==> src/rtl/cla_subtractor.sv <==
// Two-stage pipelined unsigned subtractor: diff = a - b computed as a + ~b + 1 through a flattened carry-lookahead network.
// Optional signed-overflow output enabled by defining SUB_SIGNED_OVF_EN.
`timescale 1ns/1ps

module cla_subtractor #(
    parameter int WIDTH = 5
) (
    input  logic             clk,
    input  logic             rst_n,
    input  logic             in_valid,
    output logic             in_ready,
    input  logic [WIDTH-1:0] a,
    input  logic [WIDTH-1:0] b,
    output logic             out_valid,
    input  logic             out_ready,
    output logic [WIDTH-1:0] diff,
`ifdef SUB_SIGNED_OVF_EN
    output logic             bout,
    output logic             ovf
`else
    output logic             bout
`endif
);

    logic [WIDTH-1:0] a_s1;
    logic [WIDTH-1:0] b_s1;
    logic             s1_valid;
    logic             out_en;

    logic [WIDTH-1:0] p;
    logic [WIDTH-1:0] g;
    logic [WIDTH:0]   carry;
    logic             term;
    logic [WIDTH-1:0] diff_c;
    logic             bout_c;

    assign out_en   = !out_valid || out_ready;
    assign in_ready = !s1_valid || out_en;

    always_ff @(posedge clk or negedge rst_n) begin
        if (!rst_n) begin
            a_s1     <= '0;
            b_s1     <= '0;
            s1_valid <= 1'b0;
        end else if (in_valid && in_ready) begin
            a_s1     <= a;
            b_s1     <= b;
            s1_valid <= 1'b1;
        end else if (out_en) begin
            s1_valid <= 1'b0;
        end
    end

    assign p = a_s1 ^ ~b_s1;
    assign g = a_s1 & ~b_s1;

    // Each carry is an OR of independent product terms (g[j] and all higher p's, plus the all-p term
    // carrying the forced carry-in), so no carry depends on a previously computed one.
    always_comb begin
        carry    = '0;
        carry[0] = 1'b1;
        term     = 1'b0;
        for (int i = 0; i < WIDTH; i++) begin
            for (int j = 0; j <= i; j++) begin
                term = g[j];
                for (int k = j + 1; k <= i; k++) begin
                    term = term & p[k];
                end
                carry[i+1] = carry[i+1] | term;
            end
            term = 1'b1;
            for (int k = 0; k <= i; k++) begin
                term = term & p[k];
            end
            carry[i+1] = carry[i+1] | term;
        end
    end

    assign diff_c = p ^ carry[WIDTH-1:0];
    assign bout_c = ~carry[WIDTH];

    always_ff @(posedge clk or negedge rst_n) begin
        if (!rst_n) begin
            out_valid <= 1'b0;
            diff      <= '0;
            bout      <= 1'b0;
        end else if (out_en) begin
            out_valid <= s1_valid;
            diff      <= diff_c;
            bout      <= bout_c;
        end
    end

`ifdef SUB_SIGNED_OVF_EN
    logic ovf_c;

    // Overflow only when operand signs differ and the result sign departs from the minuend's.
    assign ovf_c = (a_s1[WIDTH-1] != b_s1[WIDTH-1]) && (diff_c[WIDTH-1] != a_s1[WIDTH-1]);

    always_ff @(posedge clk or negedge rst_n) begin
        if (!rst_n) begin
            ovf <= 1'b0;
        end else if (out_en) begin
            ovf <= ovf_c;
        end
    end
`endif

endmodule

==> config.mk <==
export PLATFORM = sky130hd
export DESIGN_NAME = cla_subtractor
export DESIGN_NICKNAME = d
export VERILOG_FILES = /design/src/rtl/cla_subtractor.sv
export SDC_FILE = /design/constraint.sdc
export NUM_CORES = 1
export LEC_CHECK = 0
export CAP_MARGIN = 15
export CELL_PAD_IN_SITES_DETAIL_PLACEMENT = 1
export CELL_PAD_IN_SITES_GLOBAL_PLACEMENT = 1
export CORE_MARGIN = 5
export CORE_UTILIZATION = 34
export DETAILED_ROUTE_END_ITERATION = 16
export MAX_ROUTING_LAYER = met4
export PLACE_DENSITY = 0.78
export RECOVER_POWER = 25
export SYNTH_ARGS = -nofsm -noshare
export SYNTH_HDL_FRONTEND = slang
export SYNTH_SLANG_ARGS = --single-unit
==> constraint.sdc <==
create_clock -name clk -period 1.4 [get_ports clk]
set_input_delay 0.21 -clock clk [delete_from_list [all_inputs] [get_ports clk]]
set_output_delay 0.21 -clock clk [all_outputs]
set_load 0.02 [all_outputs]
==> summary.log <==
[status] status complete, but fails checks
[status] violated checks negative setup slack
[yosys] syn_nets 90
[setup_path] arrival time at the worst endpoint 1710 ps
[route] average detailed-routed wire length per instance 13.3 um
[grt] GRT Util Overall 9.80%
[worst_hold_path] path type of the worst min-delay path register to register
[power_and_ir_drop] combinational power share 45.3%
[timing] final max-slew violation count 0
[yosys] number of storage elements in the synthesis netlist 18
[placement] pre-CTS WS -319 ps
[setup_path] worst-path maximum fanout 3
[power_and_ir_drop] clock network fraction of design power 16.9%
[layout] leading cell types in the layout, fill and taps excluded dfrtp_1 (18), buf_4 (14), clkdlybuf4s50_1 (12)
[grt] global-route wire length before repair 3.06 mm
[power_and_ir_drop] sequential power share 37.8%
[clock_network] number of clock sinks 18
[die] Die ar. 3880 sq um
[placement] DP Wirelength 1.36 mm
[timing] RSZ-0062 raised after global routing true
[placement] total instance count after detailed placement 131
[placement] port buffer count 21
[timing] worst relative slew slack 36.1%
[die] Die Height 62.3 um
[layout] fraction of layout cells with a size suffix above 1 42.7%
[yosys] synth unique cells 22
[worst_hold_path] cell depth of the worst hold path 2
[die] width of the die 62.3 um
[grt] largest net degree at the start of global routing 19
[placement] weighted congestion reported at the end of routability-driven placement 0.713
[grt] met2 usage 15.7%
[yosys] synthesized instance count 70
[clock_network] number of buffers created by CTS 3
[die] boundary pin count 22
[worst_hold_path] critical hold path startpoint diff[4]
[layout] most frequent standard cell in the layout excluding fill and tap cells dfrtp_1
[layout] number of standard cells in the final layout excluding fillers 141
[placement] DP Area 1270 sq um
[timing] time the worst path needs with I/O delays and setup 1500 ps
[setup_path] worst reg2reg endpoint diff[4]
[route] mean number of vias per cell 4.58
[layout] Syn-to-layout area delta 48.8%
[clock_network] clock tree from TritonCTS yes
[timing] share of the cycle needed by the critical path after routing 107%
[clock_network] CTS clk-pin slew, worst paths 100 ps
[power_and_ir_drop] P_sw 615 uW
[yosys] synthesized area per cell 13.3 sq um
[setup_path] Worst Path Required 1610 ps
[clock_network] clock insertion delay at the later pin of the skew report 290 ps
[layout] post-route design area 1390 sq um
[power_and_ir_drop] fraction of power spent switching nets 32.9%
[grt] gr ovfl total 0
[route] number of iterations in the first detailed-routing pass 2
[clock_network] Max H-tree Level 1
[timing] final number of hold-violating endpoints 0
[power_and_ir_drop] total power density per cell area 1350 nW/um^2
[grt] most used routing layer in global routing met2
[power_and_ir_drop] cell internal pwr 1250 uW
[timing] setup violators final 3
[clock_network] Bufs on Longest Clock Path 2
[timing] highest attainable clock frequency 0.667 GHz
[setup_path] launch instance of the worst register-to-register path a_s1[0]
[grt] initial antenna violation count 0
[grt] via count of the first global-routing pass 718
[power_and_ir_drop] static power due to leakage 0.000641 uW
[setup_path] kind of start point of the critical path register
[power_and_ir_drop] IR drop worst, VDD 0.795 mV
[setup_path] worst r2r path cells 6
[run] MaxCap Viol Count 0
[worst_hold_path] worst-case hold path end point diff[4]
[timing] Post-Route Skew 1.16 ps
[timing] transition time at the pin with the least slew margin 959 ps
[grt] fraction of met1 tracks used by global routing 11.7%
[yosys] synth warn 0
[route] Antenna Violating Nets Remaining 0
[route] number of violations reported at the end of detailed-routing iteration 0 9
[layout] count of antenna diodes in the layout 0
[route] via total after detailed routing 646
[yosys] portion of the post-synthesis area used by sequential elements 48.4%
[timing] worst path setup slack after routing -98.2 ps
[route] Final Routed Wirelength 1.87 mm
[route] DRC errors left 0
[setup_path] worst setup slack for register-to-register paths -100 ps
[grt] met3 track demand over resource 3.06%
[clock_network] Root Driver clkbuf_4
[setup_path] crit path kind register to register
[die] initial core utilization 34.7%
[die] number of placement rows 19
[clock_network] CTS Hold Bufs 0
[yosys] post-synthesis instance area 931 sq um
[die] CORE AREA 2690 sq um
[layout] final net count 131
[setup_path] crit end category register
-- sequential cells by signal, indices dropped and copies added, names as in the netlist --
name and count:
out_valid 1, a_s1 5, diff 5, bout 1, b_s1 5, s1_valid 1
-- power by group through the flow --
stage	Clock [uW]	Combinational [uW]	Sequential [uW]
after global routing	350	927	724
after detailed placement	0	764	719
after global placement	0	744	712
final	316	847	706
after CTS	338	742	706
after floorplan	0	358	791
-- layer usage --
metal	vias up	wire [um]	share of wire, %
met5	-	0	0
li1	317	-	-
met2	15	980	52
met3	2	82	4.4
met4	0	23	1.2
met1	312	784	42
-- cell families (layout without fill, tap and decap cells) --
family | count (synthesis) | in the layout | synth area share (%)
compound gates | 11 | 11 | 9.54
xor+xnor | 2 | 2 | 1.88
fa+ha+maj | 6 | 6 | 8.06
buf+inv | 7 | 47 | 3.63
flops | 18 | 18 | 48.4
mux | 10 | 10 | 16.1
simple gates | 16 | 16 | 12.4
-- Yosys cell counts, drive strengths merged --
cell type,n,area [sq um]
buf,1,11.3
inv,6,22.5
nor2b,1,13.8
xnor2,1,8.76
dfrtp,18,450
a21boi,1,7.51
o211ai,1,12.5
o21a,1,7.51
nand2b,3,18.8
nor3,1,5.00
ha,6,75.1
a21oi,4,23.8
or2b,1,7.51
o31ai,3,32.5
nor2,4,15.0
mux2,10,150
xor2,1,8.76
o21ai,1,5.00
nand2,6,55.1
-- stage by stage --
stage / util, % / hold WS [ps] / power, uW / setup TNS [ps]
after floorplan: - / -85.6 / 1150 / 0
after global placement: 47.4 / 477 / 1460 / -1520
after detailed placement: 47.4 / 497 / 1480 / -1760
after CTS: 49.4 / 225 / 1790 / -166
after global routing: 51.6 / 508 / 2000 / -595
final: 51.6 / 513 / 1870 / -269
-- layout make-up --
| type | instances | area, sq um |
|---|---|---|
| Clock buffer | 4 | 36.3 |
| Fill cell | 293 | 1300 |
| Inverter | 6 | 22.5 |
| Multi-Input combinational cell | 45 | 520 |
| Sequential cell | 18 | 450 |
| Tap cell | 31 | 38.8 |
| Timing Repair Buffer | 37 | 317 |
-- how the worst max path moves through the flow --
stage / startpoint / end / slack [ps] / cells past startpoint
finish: a_s1[0] / diff[4] / -100 / 6
CTS: a_s1[0] / diff[4] / -60 / 6
global placement: out_ready / in_ready / -310 / 4
global route: b_s1[0] / diff[4] / -190 / 6
floorplan: out_valid / a_s1[0] / 4 / 5
detailed placement: out_ready / in_ready / -320 / 4
-- critical path, cell delays in order, from the launching register on --
cell and delay, ps:
dfrtp_1 410, inv_2 60, ha_4 250, o211ai_4 190, a21boi_2 80, o21a_1 210, o31ai_2 210
-- what timing repair did --
| action | CTS | global route |
|---|---|---|
| gates resized for setup | 12 | 9 |
| endpoints found under the setup margin | 12 | 5 |
| gates cloned | 0 | 0 |
| hold endpoints to repair | 0 | 0 |
| setup buffers | 3 | 4 |
| pin swaps | 1 | 4 |
Note: power is estimated with default switching activity, not from simulation.
